## config.mk

```make
export PLATFORM = sky130hd
export DESIGN_NAME = eva_ahb_mem_slv
export DESIGN_NICKNAME = d
export VERILOG_FILES = /design/src/rtl/eva_ahb_mem_slv.sv
export SDC_FILE = /design/constraint.sdc
export NUM_CORES = 2
export LEC_CHECK = 0
export CAP_MARGIN = 10
export CORE_MARGIN = 2
export CORE_UTILIZATION = 45
export DETAILED_ROUTE_END_ITERATION = 6
export PLACE_DENSITY_LB_ADDON = 0.3
export SYNTH_ARGS = -nofsm -noshare
export SYNTH_HDL_FRONTEND = slang
export SYNTH_SLANG_ARGS = --single-unit
```

## constraint.sdc

```tcl
create_clock -name hclk -period 2.15 [get_ports hclk]
set_input_delay 0.5375 -clock hclk [delete_from_list [all_inputs] [get_ports hclk]]
set_output_delay 0.5375 -clock hclk [all_outputs]
set_load 0.03 [all_outputs]
```

## src/rtl/eva_ahb_mem_slv.sv

```systemverilog
// AHB-lite slave memory model: byte-lane writes, write-to-read forwarding, configurable wait states.
// Define EVA_AHB_MEM_ECHK_EN to return two-cycle ERROR on bad size, misalignment or out-of-range address.
module eva_ahb_mem_slv #(
   parameter int unsigned DW    = 32,
   parameter int unsigned DEPTH = 64,
   parameter int unsigned WAIT  = 0
) (
   input  logic          hclk,
   input  logic          hrst_n,
   input  logic          hsel,
   input  logic [1:0]    htrans,
   input  logic          hwrite,
   input  logic [31:0]   haddr,
   input  logic [2:0]    hsize,
   input  logic [2:0]    hburst,
   input  logic [3:0]    hprot,
   input  logic [DW-1:0] hwdata,
   input  logic          hready_in,
   output logic          hready_out,
   output logic [1:0]    hresp,
   output logic [DW-1:0] hrdata
);

   localparam int unsigned BW = DW / 8;
   localparam int unsigned LB = $clog2(BW);
   localparam int unsigned AW = $clog2(DEPTH);
   localparam int unsigned CW = 4;

   typedef enum logic [2:0] {
      S_IDLE,
      S_WAIT,
      S_DATA
`ifdef EVA_AHB_MEM_ECHK_EN
      , S_ERR1,
      S_ERR2
`endif
   } state_e;

   state_e          state_q, state_d, acc_state;
   logic [CW-1:0]   cnt_q, cnt_d;
   logic [AW-1:0]   addr_q;
   logic [BW-1:0]   be_q;
   logic            wr_q;
   logic            hready_q, hready_d;
   logic [1:0]      hresp_q, hresp_d;
   logic [DW-1:0]   rdata_q, rdata_d;
   logic [DW-1:0]   mem_q [DEPTH];

   logic            accept;
   logic            err;
   logic [2:0]      sz_eff;
   logic [LB-1:0]   lowmask;
   logic [LB-1:0]   off;
   logic [AW-1:0]   widx;
   logic [BW-1:0]   be;
   logic [DW-1:0]   rd_word;
   logic            unused_ok;

   assign unused_ok = ^{hburst, hprot, htrans[0], haddr};

   // Address-phase decode: accept, error, word index and byte-lane enables
   always_comb begin
      accept  = hsel & hready_in & htrans[1] & hready_q;
      sz_eff  = (hsize > 3'(LB)) ? 3'(LB) : hsize;
      lowmask = LB'((32'd1 << sz_eff) - 32'd1);
      widx    = haddr[LB+AW-1:LB];
`ifdef EVA_AHB_MEM_ECHK_EN
      off     = haddr[LB-1:0];
      err     = (hsize > 3'(LB)) | (|(haddr[LB-1:0] & lowmask)) | (haddr >= 32'(DEPTH * BW));
`else
      off     = haddr[LB-1:0] & ~lowmask;
      err     = 1'b0;
`endif
      be = '0;
      for (int unsigned i = 0; i < BW; i++) begin
         be[i] = (i >= 32'(off)) && (i < (32'(off) + (32'd1 << sz_eff)));
      end
   end

   // Read fetch, with bytes of a write completing this cycle to the same word merged in
   always_comb begin
      rd_word = mem_q[widx];
      if (state_q == S_DATA && wr_q && addr_q == widx) begin
         for (int unsigned i = 0; i < BW; i++) begin
            if (be_q[i]) rd_word[8*i +: 8] = hwdata[8*i +: 8];
         end
      end
   end

   always_comb begin
      acc_state = S_DATA;
`ifdef EVA_AHB_MEM_ECHK_EN
      if (err) acc_state = S_ERR1;
      else
`endif
      if (WAIT > 0) acc_state = S_WAIT;
   end

   // Next-state and registered-output logic
   always_comb begin
      state_d = state_q;
      cnt_d   = cnt_q;
      rdata_d = rdata_q;
      case (state_q)
         S_IDLE, S_DATA: begin
            state_d = accept ? acc_state : S_IDLE;
         end
         S_WAIT: begin
            if (cnt_q == '0) state_d = S_DATA;
            else             cnt_d   = cnt_q - CW'(1);
         end
`ifdef EVA_AHB_MEM_ECHK_EN
         S_ERR1: state_d = S_ERR2;
         S_ERR2: state_d = accept ? acc_state : S_IDLE;
`endif
         default: state_d = S_IDLE;
      endcase
      if (accept && state_d == S_WAIT) cnt_d = CW'(WAIT - 1);
      if (accept && !err && !hwrite)   rdata_d = rd_word;

      hready_d = (state_d != S_WAIT);
      hresp_d  = 2'd0;
`ifdef EVA_AHB_MEM_ECHK_EN
      if (state_d == S_ERR1) hready_d = 1'b0;
      if (state_d == S_ERR1 || state_d == S_ERR2) hresp_d = 2'd1;
`endif
   end

   always_ff @(posedge hclk or negedge hrst_n) begin
      if (!hrst_n) begin
         state_q  <= S_IDLE;
         cnt_q    <= '0;
         addr_q   <= '0;
         be_q     <= '0;
         wr_q     <= 1'b0;
         hready_q <= 1'b1;
         hresp_q  <= 2'd0;
         rdata_q  <= '0;
      end else begin
         state_q  <= state_d;
         cnt_q    <= cnt_d;
         hready_q <= hready_d;
         hresp_q  <= hresp_d;
         rdata_q  <= rdata_d;
         if (accept) begin
            addr_q <= widx;
            be_q   <= be;
            wr_q   <= hwrite & ~err;
         end
      end
   end

   // Storage array has no reset so contents survive a bus reset
   always_ff @(posedge hclk) begin
      if (state_q == S_DATA && wr_q) begin
         for (int unsigned i = 0; i < BW; i++) begin
            if (be_q[i]) mem_q[addr_q][8*i +: 8] <= hwdata[8*i +: 8];
         end
      end
   end

   assign hready_out = hready_q;
   assign hresp      = hresp_q;
   assign hrdata     = rdata_q;

endmodule

```

==> results_dict.tcl <==
set metrics [dict create \
    static-leakage-power_nw 33.1 \
    unrepaired_setup_endpoints_after_global_routing "yes" \
    grt-ovfl-total 0 \
    finalWorstSetupSlack_ns -0.105 \
    clock-skew-final_ns 0.0491 \
    synth-async-reset-ratio_pct 2.43 \
    tritoncts_num_sinks 2099 \
    status "complete, but fails checks" \
    synth.yosys.warnings 0 \
    global_route.usage.total_pct 25.0 \
    design.final.nets 4929 \
    grt_max_degree 66 \
    routed_wl_um 232000 \
    cts_buffers 206 \
    ys_ff_latch 2099 \
    hold_depth 1 \
    ys_dominant_reg_cell "edfxtp_1" \
    grt_antenna_before_repair 15 \
    failing_checks "design-rule violations, negative setup slack" \
    die-area_mm2 0.186 \
    core_area_mm2 0.181 \
    power.density_cell_area_mw_per_mm2 881 \
    clk_root_buffer_cell "clkbuf_16" \
    die_w_um 431 \
    place.gp.congestion 0.926 \
    hpwl_um 158000 \
    totalPowerFinal_w 0.0879 \
    setup-violations-final 10 \
    final_cells 7394 \
    rrSetupSlack_ns -0.04 \
    dr.first_iter.drc_count 5720 \
    fin_tns_setup_ns -0.248 \
    post-synth-top-area-fraction_pct 75.0 \
    timing.fmax_mhz 443 \
    criticalPathCategory "reg -> out" \
    per_cell_via_count_in_the_routed_design 5.95 \
    final_period_minus_worst_setup_slack_ns 2.25 \
    critPathRequiredTime_ns 1.61 \
    initial_core_util_pct 45.3 \
    post-synth-top-area-cell "edfxtp_1" \
    timing_hold_violations_final 0 \
    worst_supply_voltage_drop_on_vdd_mv 0.738 \
    netlist_top_cells_area "edfxtp_1 75%, mux4_2 14%, mux2i_1 2.1%" \
    synth_cell_type_count 57 \
    syn2layout_area_growth_pct 21.7 \
    cts_tree "done" \
    fraction_of_layout_cells_with_a_size_suffix_above_1_pct 37.4 \
    synth-edff-count 2048 \
    critical_path.startpoint_type "register" \
    io_pins 116 \
    floorplan.rows 156 \
    routed_wire_length_per_instance_um 31.4 \
    top_count_cell_post_synth "edfxtp_1" \
    setup.worst_path.end_class "output port" \
    synth_area_mm2 0.0820 \
    synthesis.area_per_instance_um2 20.9 \
    holdPathEnd "mem_q[28][31]" \
    cts_htree_levels 4 \
    depth_of_the_worst_register_to_register_path 9 \
    placed_cells 6987 \
    first_pass_iters 7 \
    clkTransAtPathRegs_ns 0.06 \
    final-max-slew-violation-count 0 \
    yosys-top-cells-count "2048 x edfxtp_1, 500 x mux4_2, 305 x nor2_1" \
    residual_antenna_violating_net_count_after_detailed_routing 0 \
    synth_seq_area_share_pct 76.6 \
    buffer_ports.inserted 81 \
    timing.critical_path.arrival_ns 1.72 \
    crit-reg2reg-capture "hrdata[0]" \
    portion_of_the_clock_cycle_consumed_by_the_worst_path_in_the_final_layout_pct 105 \
    max_cap_violations 0 \
    grt_pass1_wl_um 328000 \
    hold_path.class "in -> reg" \
    syn-instance-count 3922 \
    grt_pass1_vias 43900 \
    worstSkewPairLatency_ns 0.87 \
    floorplan.die.height_um 431 \
    hold_ws_ns 0.0508 \
    max-clock-path-buffers 3 \
    launching_instance_or_port_of_the_critical_path "hready_out" \
    critical_path.reg2reg.startpoint "hready_out" \
    drc 17 \
    slew_headroom_pct 49.0 \
    worst_slew_pin_slew_ns 0.764 \
    final_core_utilization_pct 55.1 \
    worstHoldStart "hwdata[31]" \
    critical_path.max_fanout 2 \
    detailroute.via_count 44000 \
]
[critical path: stages (launching register included)]
cell     delay [ns]
dfstp_2        0.62
buf_6          0.12
buf_6          0.11
[worst max path at each step]
| stage | slack, ns | endpoint |
|---|---|---|
| floorplan | -0.30 | hrdata[4] |
| global placement | -1.02 | hrdata[18] |
| detailed placement | -1.01 | hrdata[18] |
| CTS | -0.23 | mem_q[38][1] |
| global route | -0.12 | hready_out |
| finish | -0.10 | hready_out |
[layout make-up]
type | instances | area (um2)
flip-flops and latches | 2099 | 62800
multi-input cells | 1585 | 18500
diodes | 4 | 10.0
clock buffers | 252 | 5400
fillers | 13500 | 81200
repair buffers | 948 | 8610
well taps | 2370 | 2970
clock inverters | 130 | 1490
inverters | 6 | 23.8
[state kept, by name, indices dropped and copies added (netlist names)]
signal	cells
addr_q	6
be_q	4
cnt_q	4
hrdata	32
hready_out	1
mem_q	2048
state_q	3
wr_q	1
[per-layer routing]
metal  up-vias  share of wire, %  GRT usage, %
li1      18100                 -             -
met1     23300                39          34.4
met2      2127                47          39.2
met3       431               9.0          5.57
met4        18               4.3          9.86
met5         -             0.047             0
[power breakdown]
part           internal [W]  total [W]  switching (W)  leakage, nW
logic               0.00247    0.00603        0.00356         10.8
clock network        0.0209     0.0365         0.0156         3.36
registers            0.0451     0.0454       0.000315         19.0
total                0.0684     0.0879         0.0195         33.1
[stage by stage]
| stage | setup WS, ns | area, um2 |
|---|---|---|
| detailed placement | -1.01 | 92200 |
| floorplan | -0.298 | 82500 |
| finish | -0.105 | 99800 |
| global placement | -1.02 | 92200 |
| global route | -0.124 | 99800 |
| CTS | -0.225 | 99300 |
[repair_timing]
action,4_1_cts,5_1_grt
hold endpoints to repair,25,0
resized for setup,240,81
buffers inserted,8,9
pin swaps,3,22
hold buffers,2,0
endpoints found under the setup margin,308,283
gates cloned,1,2
[cells by family (layout without fill, tap and decap cells)]
group | Yosys count | after routing | share of synthesized area [%]
buffers and inverters | 240 | 1336 | 1.60
other | 1 | 7 | 0.00457
adder cells (fa/ha/maj) | 2 | 2 | 0.0305
flip-flops | 2099 | 2099 | 76.6
XOR/XNOR | 7 | 7 | 0.0748
AO/OA/AOI/OAI | 301 | 301 | 2.44
AND/OR/NAND/NOR | 574 | 574 | 3.08
multiplexers | 698 | 698 | 16.2
[layout by cell type, fill, tap and decap left out, types with 8 or more instances in the layout]
cell type / synthesis / final
a2111oi_4: 0 / 8
a211oi_1: 35 / 32
a21oi_1: 78 / 74
a22oi_1: 90 / 90
a31oi_1: 8 / 8
buf_12: 0 / 115
buf_2: 45 / 64
buf_4: 47 / 733
buf_6: 18 / 16
bufinv_16: 0 / 24
clkbuf_1: 107 / 39
clkbuf_16: 0 / 208
clkdlybuf4s50_1: 0 / 10
clkinv_1: 0 / 45
clkinv_2: 0 / 39
dfrtp_1: 50 / 29
dfrtp_2: 0 / 21
edfxtp_1: 2048 / 2048
mux2_2: 23 / 23
mux2i_1: 175 / 175
mux4_2: 500 / 500
nand2_1: 118 / 85
nand2_2: 0 / 26
nand3_1: 35 / 35
nand4_1: 11 / 11
nor2_1: 305 / 290
nor2_2: 0 / 8
nor2b_1: 34 / 27
nor3_1: 16 / 12
nor3b_1: 10 / 9
o21ai_0: 22 / 19
o22ai_1: 22 / 19
or3_1: 10 / 10
(Power assumes the default switching activity.)
